$ cat config.mk
export PLATFORM = sky130hd
export DESIGN_NAME = spi_reg_access_ctrl
export DESIGN_NICKNAME = d
export VERILOG_FILES = /design/src/rtl/spi_reg_access_ctrl.sv
export SDC_FILE = /design/constraint.sdc
export NUM_CORES = 1
export LEC_CHECK = 0
export BUFFER_PORTS_ARGS = -buffer_cell sky130_fd_sc_hd__buf_2
export CAP_MARGIN = 40
export CORE_UTILIZATION = 40
export CTS_CLUSTER_DIAMETER = 60
export CTS_CLUSTER_SIZE = 25
export DETAILED_ROUTE_END_ITERATION = 16
export PLACE_DENSITY_LB_ADDON = 0.15
export SLEW_MARGIN = 25
export SYNTH_ARGS = -nofsm -noshare
export SYNTH_HDL_FRONTEND = slang
export SYNTH_SLANG_ARGS = --single-unit
$ cat constraint.sdc
create_clock -name i_clk -period 3.4 [get_ports i_clk]
set_input_delay 0.17 -clock i_clk [delete_from_list [all_inputs] [get_ports i_clk]]
set_output_delay 0.17 -clock i_clk [all_outputs]
set_load 0.005 [all_outputs]
$ cat src/rtl/spi_reg_access_ctrl.sv
// Register-access controller feeding the spi_driver user interface.
// Each request becomes a 2-byte frame; one response per request, with a timeout flag.
module spi_reg_access_ctrl #(
  parameter int P_WRITE_DATA_WIDTH = 8,
  parameter int P_READ_DATA_WIDTH  = 8,
  parameter int P_TIMEOUT          = 1024
) (
  input  logic                          i_clk,
  input  logic                          i_rst,
  input  logic                          i_req_valid,
  output logic                          o_req_ready,
  input  logic                          i_req_rw,
  input  logic [6:0]                    i_req_addr,
  input  logic [7:0]                    i_req_wdata,
  output logic                          o_rsp_valid,
  output logic [P_READ_DATA_WIDTH-1:0]  o_rsp_rdata,
  output logic                          o_rsp_err,
  output logic [7:0]                    o_err_cnt,
  output logic [P_WRITE_DATA_WIDTH-1:0] o_user_write_data,
  output logic                          o_user_write_valid,
  input  logic                          i_user_write_ready,
  input  logic [P_READ_DATA_WIDTH-1:0]  i_user_read_data,
  input  logic                          i_user_read_valid
);

  localparam int TIMER_W = $clog2(P_TIMEOUT);
  localparam logic [TIMER_W-1:0] TIMER_LAST = TIMER_W'(P_TIMEOUT - 1);

  typedef enum logic [2:0] {
    IDLE,
    SEND0,
    WAIT0,
    SEND1,
    WAIT1,
    RESP
  } state_t;

  state_t                          state;
  logic [P_WRITE_DATA_WIDTH-1:0]   byte1;
  logic                            err;
  logic [TIMER_W-1:0]              timer;

  // Byte1 is resolved at acceptance so the request fields need not be kept.
  always_ff @(posedge i_clk) begin
    if (i_rst) begin
      state              <= IDLE;
      o_req_ready        <= 1'b1;
      o_user_write_valid <= 1'b0;
      o_user_write_data  <= '0;
      o_rsp_valid        <= 1'b0;
      o_rsp_err          <= 1'b0;
      o_rsp_rdata        <= '0;
      o_err_cnt          <= 8'h00;
      byte1              <= '0;
      err                <= 1'b0;
      timer              <= '0;
    end else begin
      o_rsp_valid <= 1'b0;
      o_rsp_err   <= 1'b0;
      case (state)
        IDLE: begin
          if (i_req_valid) begin
            o_user_write_data  <= {i_req_rw, i_req_addr};
            byte1              <= i_req_rw ? 8'h00 : i_req_wdata;
            o_user_write_valid <= 1'b1;
            o_req_ready        <= 1'b0;
            timer              <= '0;
            state              <= SEND0;
          end
        end
        SEND0: begin
          if (i_user_write_ready) begin
            o_user_write_valid <= 1'b0;
            timer              <= '0;
            state              <= WAIT0;
          end
        end
        WAIT0: begin
          if (i_user_read_valid) begin
            o_user_write_data  <= byte1;
            o_user_write_valid <= 1'b1;
            state              <= SEND1;
          end else if (timer == TIMER_LAST) begin
            err         <= 1'b1;
            o_rsp_valid <= 1'b1;
            o_rsp_err   <= 1'b1;
            state       <= RESP;
          end else begin
            timer <= timer + TIMER_W'(1);
          end
        end
        SEND1: begin
          if (i_user_write_ready) begin
            o_user_write_valid <= 1'b0;
            timer              <= '0;
            state              <= WAIT1;
          end
        end
        WAIT1: begin
          if (i_user_read_valid) begin
            o_rsp_rdata <= i_user_read_data;
            o_rsp_valid <= 1'b1;
            o_rsp_err   <= err;
            state       <= RESP;
          end else if (timer == TIMER_LAST) begin
            err         <= 1'b1;
            o_rsp_valid <= 1'b1;
            o_rsp_err   <= 1'b1;
            state       <= RESP;
          end else begin
            timer <= timer + TIMER_W'(1);
          end
        end
        RESP: begin
          // Error counter sticks at its maximum instead of wrapping.
          if (err && (o_err_cnt != 8'hFF)) begin
            o_err_cnt <= o_err_cnt + 8'h01;
          end
          err         <= 1'b0;
          o_req_ready <= 1'b1;
          state       <= IDLE;
        end
        default: begin
          o_user_write_valid <= 1'b0;
          o_req_ready        <= 1'b1;
          err                <= 1'b0;
          state              <= IDLE;
        end
      endcase
    end
  end

endmodule

==> run metrics, run 1 <==
post-route ant nets=0; Port Buffers=between 50 and 60; commonest cells in the netlist=dfxtp_1, nor2_1, a21oi_1; number of setup buffers added after CTS=0; CP Launch Point=state[0]$_SDFFE_PP0P_; clk sinks=50; vias in the first global route=roughly 1900; DR DRC count=0; Reg power frac=55.6%; Final Max Tran Viols=0; dominant cells by area after synthesis=dfxtp_1, mux2i_1, nor2_1, a21oi_1, nand2_1; Pwr Total=1130 uW; Final GP Congestion=just under 0.8; ys async rst share=0%; initial detailed-routing violation count=117; count leader, synth=dfxtp_1; Total GRT Usage=17.8%; RR Startpoint=state[0]$_SDFFE_PP0P_; final setup vio count=0; Synth Register Bits=50; GRT met3 Usage=3.72%; Clock transition at path regs=0.10 ns; Yosys cell types=46; syn_nets=302; Skew-Pair Late Insertion Delay=0.30 ns; grt ovf=0; Comb power frac=13.7%; crit start category=flip-flop; first-pass GRT wire length=8.71 mm; Psw=309 uW; aggregate routed wire length=just over 5 mm; Hold Fails Final Rpt=0; Peak Freq=~430 MHz; sequential fraction of the synthesis area=42.9%; largest net degree at the start of global routing=45; total CTS buffers=5; Clk network pwr share=around 31%; Critical Path Sink Type=flip-flop; Die Y-Extent=78.4 microns; CTS Root Cell=clkbuf_8; Avg Cell Area, Syn=about 8.6 sq um; minimum clock period=2.34 ns; skew final=~0.009 ns; leading area contributor after synthesis=dfxtp_1; die area=6140 sq um; Net Sw Frac=27.3%; Synth Cell Area=2330 sq um; met1 usage=between 20 and 25%; overall via count from detail_route=2035; peak supply drop=0.233 mV; IO Count=57; flop2flop setup slack=1.06 ns; maximum capacitance violations=0; final period utilization=68.8%; Post-synth top flop=dfxtp_1; layout cell share with drive strength beyond 1=23.8%; Arr. time, crit path=2.57 ns; vias per cell=5.15; area share of the largest cell type after synthesis=42.9%; final net count=353; Rows=27; post-CTS sizing=0; initial antenna violation count=0; Ys Warns=0; cts-stage hold buffer count=0; routing usage on met2=27.7%; clock buffer depth=2; Synth Instances=271; critical path fanouts, max=21; Worst Tran Pin Value=around 0.66 ns; Setup TNS=0 ns; HP Class=in -> reg; status=finished clean; Post-synth EDFFs=0; Layout area overhead=17.9%; core area=5570 sq um; dpl hpwl=3.47 mm; worst setup path class=reg -> reg; DR pass1 iterations=4; RSZ-0062 raised after global routing=false; Slew HR=56.1%; Hold Path Origin=i_user_read_data[0]; worst path required time=3.64 ns; post-DR wirelength/cell=between 10 and 15 microns; H-tree depth=2; power density over cell area=411 nW/um^2; P_int=about 800 uW; antenna diode count=0; Starting Density=41.9%; busiest grt layer=met2; CTS tree=built; Die W=between 70 and 80 microns; LEAKAGE=0.00110 uW
==> cells by family after synthesis <==
family / synth area share (%)
adder cells (fa/ha/maj): 1.50
XOR/XNOR: 4.13
flip-flops: 42.9
buffers and inverters: 4.50
AO/OA/AOI/OAI: 12.7
multiplexers: 7.29
AND/OR/NAND/NOR: 27.0
==> path summary, 6_finish.rpt <==
check,end,cells after the start
hold reg to reg,byte1[0]$_SDFFE_PP0P_,2
setup / recovery,timer[8]$_SDFFE_PP0P_,5
setup reg to reg,timer[8]$_SDFFE_PP0P_,5
hold / removal,o_rsp_rdata[0]$_SDFFE_PP0P_,3
==> cells in the final DEF, fill, tap and decap left out, types with 6 or more instances in the layout <==
cell       n
xnor2_1    6
mux2i_1   17
dfxtp_1   50
a21oi_1   29
nand2_1   19
nand3_1    6
buf_2     56
nor2_1    45
nor3_1     9
nand3b_1   9
==> metal layers <==
metal  share of wire, %  wire length [microns]
met4                1.2                     60
met5                  0                      0
met2                 45                   2280
met3                4.1                    209
met1                 50                   2500
==> state kept, by name, indices dropped and copies added, names as in the netlist <==
name and cells:
byte1 8, state 3, o_rsp_rdata 8, err 1, o_user_write_valid 1, o_req_ready 1, timer 10, o_user_write_data 8
o_err_cnt 8, o_rsp_err 1, o_rsp_valid 1
==> area by class of cell <==
| cell class | count | area [sq um] |
|---|---|---|
| fillers | 575 | 2820 |
| multi-input cells | 200 | 1230 |
| flip-flops and latches | 50 | 1000 |
| repair buffers | 61 | 328 |
| well taps | 72 | 90.1 |
| clock buffers | 5 | 68.8 |
| clock inverters | 3 | 21.3 |
| inverters | 4 | 15.0 |
==> power groups by stage <==
stage | clock network, uW | registers (uW) | logic, uW
3_5_place_dp | 0 | 640 | 152
4_1_cts | 364 | 628 | 152
6_report | 347 | 628 | 155
3_3_place_gp | 0 | 639 | 149
2_1_floorplan | 0 | 629 | 118
5_1_grt | 385 | 632 | 175
==> stage by stage <==
step	hold WS [ns]	worst slack, ns	utilization (%)	instance area (sq um)	std cells
after floorplan	0.317	1.58	-	2330	271
after global placement	0.404	1.09	47.0	2620	383
after detailed placement	0.415	1.09	47.3	2640	385
after CTS	0.0820	1.04	48.9	2730	393
after global routing	0.0886	0.871	49.4	2750	395
final	0.0946	1.06	49.4	2750	395
==> worst max-delay path, cell delays in order (launching register included) <==
cell and delay (ns):
dfxtp_1 0.75, nor4_1 0.20, nor4_4 0.45, a21oi_2 0.20
or4b_1 0.53, a21oi_1 0.14
(Power assumes the default switching activity.)
==> inputs of run 2 (changes only) <==
==> constraint.sdc (replaced) <==
create_clock -name i_clk -period 2.29 [get_ports i_clk]
set_input_delay 0.1145 -clock i_clk [delete_from_list [all_inputs] [get_ports i_clk]]
set_output_delay 0.1145 -clock i_clk [all_outputs]
set_load 0.005 [all_outputs]
==> run metrics, run 2 (synthesized netlist as in run 1, its figures left out) <==
Worst Tran Pin Value=0.632 ns (-0.0253 ns); core area=5570 sq um (unchanged); LEAKAGE=0.00113 uW (+2.6%); Hold Path End=o_rsp_rdata[2]$_SDFFE_PP0P_; die area=6140 sq um (unchanged); Die W=78.4 microns (unchanged); post-route ant nets=0 (unchanged); DR pass1 iterations=4 (unchanged); final period utilization=82.1% (+13 points); Die Y-Extent=78.4 microns (unchanged); cts-stage hold buffer count=0 (unchanged); Reg power frac=50.9% (-4.7 points); Largest Register=timer; Arr. time, crit path=2.06 ns (-0.51 ns); Hold Path Origin=i_user_read_data[2]; most frequent cells in the layout=buf_2, dfxtp_1, nor2_1, a21oi_1, nand2_1; antenna diode count=0 (unchanged); Layout area overhead=20.1%; Net Sw Frac=26.0% (-1.4 points); number of setup buffers added after CTS=0 (unchanged); overall via count from detail_route=2033 (-0.098%); H-tree depth=2 (unchanged); Hold Fails Final Rpt=0 (unchanged); Pwr Total=1810 uW (+60%); post-CTS sizing=0 (unchanged); Critical Path, Cell by Cell=ha_1 > nand3_1 > or3_1 > a21oi_2 > buf_4 > nand3b_1 > a21oi_1; Critical Path Max Stage Delay=0.51 ns (-0.24 ns); Comb power frac=14.0% (+0.3 points); end of the worst register-to-register path=timer[1]$_SDFFE_PP0P_; post-DR wirelength/cell=12.6 microns (-1.2%); vias per cell=5.08 (-1.3%); max FFs per register=10 (unchanged); Total GRT Usage=17.6% (-0.14 points); Psw=469 uW (+52%); crit start category=flip-flop; aggregate routed wire length=5.05 mm (about the same); first-pass GRT wire length=8.61 mm (-1.1%); Slew HR=57.6% (+1.5 points); layout cell share with drive strength beyond 1=25.0% (+1.2 points); Final Util=50.3% (+0.92 points); commonest non-fill, non-tap cell in the layout=buf_2; Starting Density=41.9% (unchanged); DR DRC count=0 (unchanged); peak supply drop=0.480 mV (+110%); Rows=27 (unchanged); dpl hpwl=3.65 mm (+5.2%); CTS tree=built; largest net degree at the start of global routing=26 (-42%); critical path fanouts, max=9 (-57%); Critical Path Sink Type=flip-flop; grt ovf=0 (unchanged); CTS Root Cell=clkbuf_8; critical path's slowest cell=or3_1; minimum clock period=1.88 ns (-0.457 ns); Final Max Tran Viols=0 (unchanged); power density over cell area=645 nW/um^2 (+57%); Port Buffers=56 (unchanged); P_int=1340 uW (+63%); skew final=0.00503 ns (-0.00403 ns); flop2flop setup slack=0.41 ns (-0.65 ns); Skew-Pair Late Insertion Delay=0.30 ns (about the same); CP Launch Point=timer[0]$_SDFFE_PP0P_; Placed Cells=392 (+1.8%); Cells on Worst Hold Path=3 (unchanged); Setup TNS=0 ns (unchanged); vias in the first global route=1933 (+3.1%); non-filler cells, final=400 (+1.3%); RR Startpoint=timer[0]$_SDFFE_PP0P_; final setup vio count=0 (unchanged); clock buffer depth=2 (unchanged); initial detailed-routing violation count=88 (-25%); IO Count=57 (unchanged); Clock transition at path regs=0.09 ns (about the same); worst setup path class=reg -> reg; reg2reg path depth=7 (+2); initial antenna violation count=0 (unchanged); worst path required time=2.47 ns (-1.17 ns); HP Class=in -> reg; status=finished clean; Final GP Congestion=0.783 (-0.70%); clk sinks=50 (unchanged); Peak Freq=532 MHz (+24%); total CTS buffers=5 (unchanged); final net count=358 (+1.4%); maximum capacitance violations=0 (unchanged); RSZ-0062 raised after global routing=false; WHS=0.0459 ns (-0.0486 ns); Clk network pwr share=35.1% (+4.3 points)
## run 2: cell count changes in the layout (fill, tap and decap cells not counted), sizes merged
cell,before,now
buf,60,66
bufinv,0,1
clkbuf,6,5
clkinv,2,0
clkinvlp,1,2
## run 2: worst max-delay path by stage
stage | end | slack [ns] | depth (start not counted)
finish | timer[1]$_SDFFE_PP0P_ | 0.41 | 7
global route | timer[8]$_SDFFE_PP0P_ | 0.25 | 7
CTS | timer[5]$_SDFFE_PP0P_ | 0.40 | 7
detailed placement | timer[5]$_SDFFE_PP0P_ | 0.42 | 7
global placement | timer[5]$_SDFFE_PP0P_ | 0.47 | 7
floorplan | timer[9]$_SDFFE_PP0P_ | 0.47 | 7
## run 2: area by class of cell
cell class | count | area, sq um
Timing Repair Buffer | 66 | 355
Sequential cell | 50 | 1000
Tap cell | 72 | 90.1
Fill cell | 570 | 2770
Multi-Input combinational cell | 200 | 1230
Inverter | 4 | 15.0
Clock inverter | 3 | 45.0
Clock buffer | 5 | 68.8
## run 2: metrics by stage
| stage | setup WS, ns | instance area, sq um |
|---|---|---|
| after floorplan | 0.467 | 2330 |
| after global placement | 0.472 | 2680 |
| after detailed placement | 0.416 | 2690 |
| after CTS | 0.402 | 2800 |
| after global routing | 0.245 | 2800 |
| final | 0.409 | 2800 |
## run 2: power by group through the flow
stage / sequential (uW) / clock [uW] / combinational, uW
4_1_cts: 920 / 651 / 256
3_5_place_dp: 939 / 0 / 254
6_report: 919 / 635 / 253
5_1_grt: 925 / 689 / 284
3_3_place_gp: 938 / 0 / 250
2_1_floorplan: 934 / 0 / 174
## run 2: worst max-delay path, delay by kind of cell, from the launching register on
kind | cells | cell delay [ns]
buf+inv | 1 | 0.17
simple gates | 3 | 0.74
flops | 1 | 0.38
fa+ha+maj | 1 | 0.20
compound gates | 2 | 0.26
## run 2: metal layers
layer / part of all wire, % / vias to the layer above / global-route usage, %
li1: - / 1050 / -
met1: 47 / 927 / 22.6
met2: 46 / 49 / 28.2
met3: 5.3 / 7 / 4.77
met4: 1.1 / 0 / 6.48
met5: 0 / - / 0
==> inputs of run 3 (changes only) <==
==> constraint.sdc (replaced) <==
create_clock -name i_clk -period 1.95 [get_ports i_clk]
set_input_delay 0.0975 -clock i_clk [delete_from_list [all_inputs] [get_ports i_clk]]
set_output_delay 0.0975 -clock i_clk [all_outputs]
set_load 0.005 [all_outputs]
==> run metrics, run 3 (synthesized netlist as in run 1, its figures left out) <==
Total GRT Usage=17.5% (-0.11 points); initial antenna violation count=0 (unchanged); number of setup buffers added after CTS=0 (unchanged); die area=6140 sq um (unchanged); Critical Path Sink Type=flip-flop; total CTS buffers=5 (unchanged); Skew-Pair Late Insertion Delay=0.30 ns (about the same); overall via count from detail_route=2037 (+0.20%); power density over cell area=794 nW/um^2 (+23%); Arr. time, crit path=2.04 ns (-0.02 ns); critical path fanouts, max=9 (unchanged); Die Y-Extent=78.4 microns (unchanged); CTS tree=built; Largest Register=timer; DR DRC count=0 (unchanged); vias per cell=5.03 (-1.0%); minimum clock period=1.80 ns (-0.0829 ns); initial detailed-routing violation count=82 (-6.8%); post-DR wirelength/cell=12.4 microns (-1.9%); H-tree depth=2 (unchanged); IO Count=57 (unchanged); skew final=0.00862 ns (+0.00359 ns); crit start category=flip-flop; first-pass GRT wire length=8.49 mm (-1.4%); Port Buffers=56 (unchanged); final setup vio count=0 (unchanged); post-route ant nets=0 (unchanged); Starting Density=41.9% (unchanged); RSZ-0062 raised after global routing=false; status=finished clean; Final GP Congestion=0.808 (+3.3%); most frequent cells in the layout=buf_2, dfxtp_1, nor2_1, a21oi_1, nand2_1; Die W=78.4 microns (unchanged); Clock transition at path regs=0.10 ns (about the same); Setup TNS=0 ns (unchanged); Peak Freq=556 MHz (+4.6%); worst path required time=2.19 ns (-0.28 ns); aggregate routed wire length=5.02 mm (-0.65%); post-CTS sizing=0 (unchanged); dpl hpwl=3.61 mm (-0.96%); cell area after layout=2880 sq um (+2.7%); grt ovf=0 (unchanged); HP Class=in -> reg; commonest non-fill, non-tap cell in the layout=buf_2; CTS Root Cell=clkbuf_8; vias in the first global route=1879 (-2.8%); largest net degree at the start of global routing=33 (+27%); Placed Area=2730 sq um (+1.4%); Layout area overhead=23.3%; maximum capacitance violations=0 (unchanged); worst setup path class=reg -> reg; clk sinks=50 (unchanged); fill cell count=540 (-5.3%); peak supply drop=0.525 mV (+9.3%); LEAKAGE=0.00118 uW (+4.4%); Final Max Tran Viols=0 (unchanged); antenna diode count=0 (unchanged); clock buffer depth=2 (unchanged); DR pass1 iterations=4 (unchanged); final net count=363 (+1.4%); Hold Fails Final Rpt=0 (unchanged); cts-stage hold buffer count=0 (unchanged); Rows=27 (unchanged); layout cell share with drive strength beyond 1=27.0% (+2.0 points); final period utilization=92.2% (+10 points); Slew HR=59.3% (+1.8 points); Worst Tran Pin Value=0.606 ns (-0.0266 ns); core area=5570 sq um (unchanged); max FFs per register=10 (unchanged)
## run 3: per-stage QoR
step	util [%]	worst slack, ns	power, uW	hold WS (ns)	std cells
after floorplan	-	0.127	1300	0.245	271
after global placement	48.9	0.162	1410	0.332	397
after detailed placement	48.9	0.118	1410	0.346	397
after CTS	51.5	0.104	2310	0.0237	405
after global routing	51.6	0.0121	2400	0.0248	405
final	51.6	0.152	2280	0.0335	405
## run 3: worst paths after layout
check / start / endpoint / slack [ns] / cells after the start
worst max register to register: state[0]$_SDFFE_PP0P_ / timer[8]$_SDFFE_PP0P_ / 0.15 / 5
worst max-delay path: state[0]$_SDFFE_PP0P_ / timer[8]$_SDFFE_PP0P_ / 0.15 / 5
worst min-delay path: i_user_read_data[1] / o_rsp_rdata[1]$_SDFFE_PP0P_ / 0.03 / 3
worst min register to register: byte1[4]$_SDFFE_PP0P_ / byte1[4]$_SDFFE_PP0P_ / 0.46 / 2
## run 3: report_power, final
group / total (uW) / switching (uW) / internal [uW] / leakage [uW]
registers: 1080 / 25.2 / 1050 / 0.000406
logic: 302 / 160 / 142 / 0.000699
clock network: 902 / 355 / 547 / 0.0000714
total: 2280 / 540 / 1740 / 0.00118
## run 3: critical path, stage by stage, from the launching register on
cell     delay, ns
dfxtp_1       0.40
or3b_4        0.43
a21oi_2       0.18
a21oi_2       0.06
or4b_1        0.50
a21oi_1       0.16
## run 3: area by class of cell
class / count / area [sq um] / area share [%]
inverters: 4 / 15.0 / 0.522
well taps: 72 / 90.1 / 3.13
clock inverters: 2 / 60.1 / 2.09
multi-input cells: 200 / 1230 / 42.9
clock buffers: 6 / 82.6 / 2.87
repair buffers: 71 / 393 / 13.7
flip-flops and latches: 50 / 1000 / 34.8
## run 3: layer usage
metal | GRT usage (%) | vias to the layer above | wire [microns]
li1 | - | 1059 | -
met1 | 23.0 | 920 | 2430
met2 | 27.5 | 56 | 2260
met3 | 4.30 | 2 | 306
met4 | 6.67 | 0 | 24
met5 | 0 | - | 0
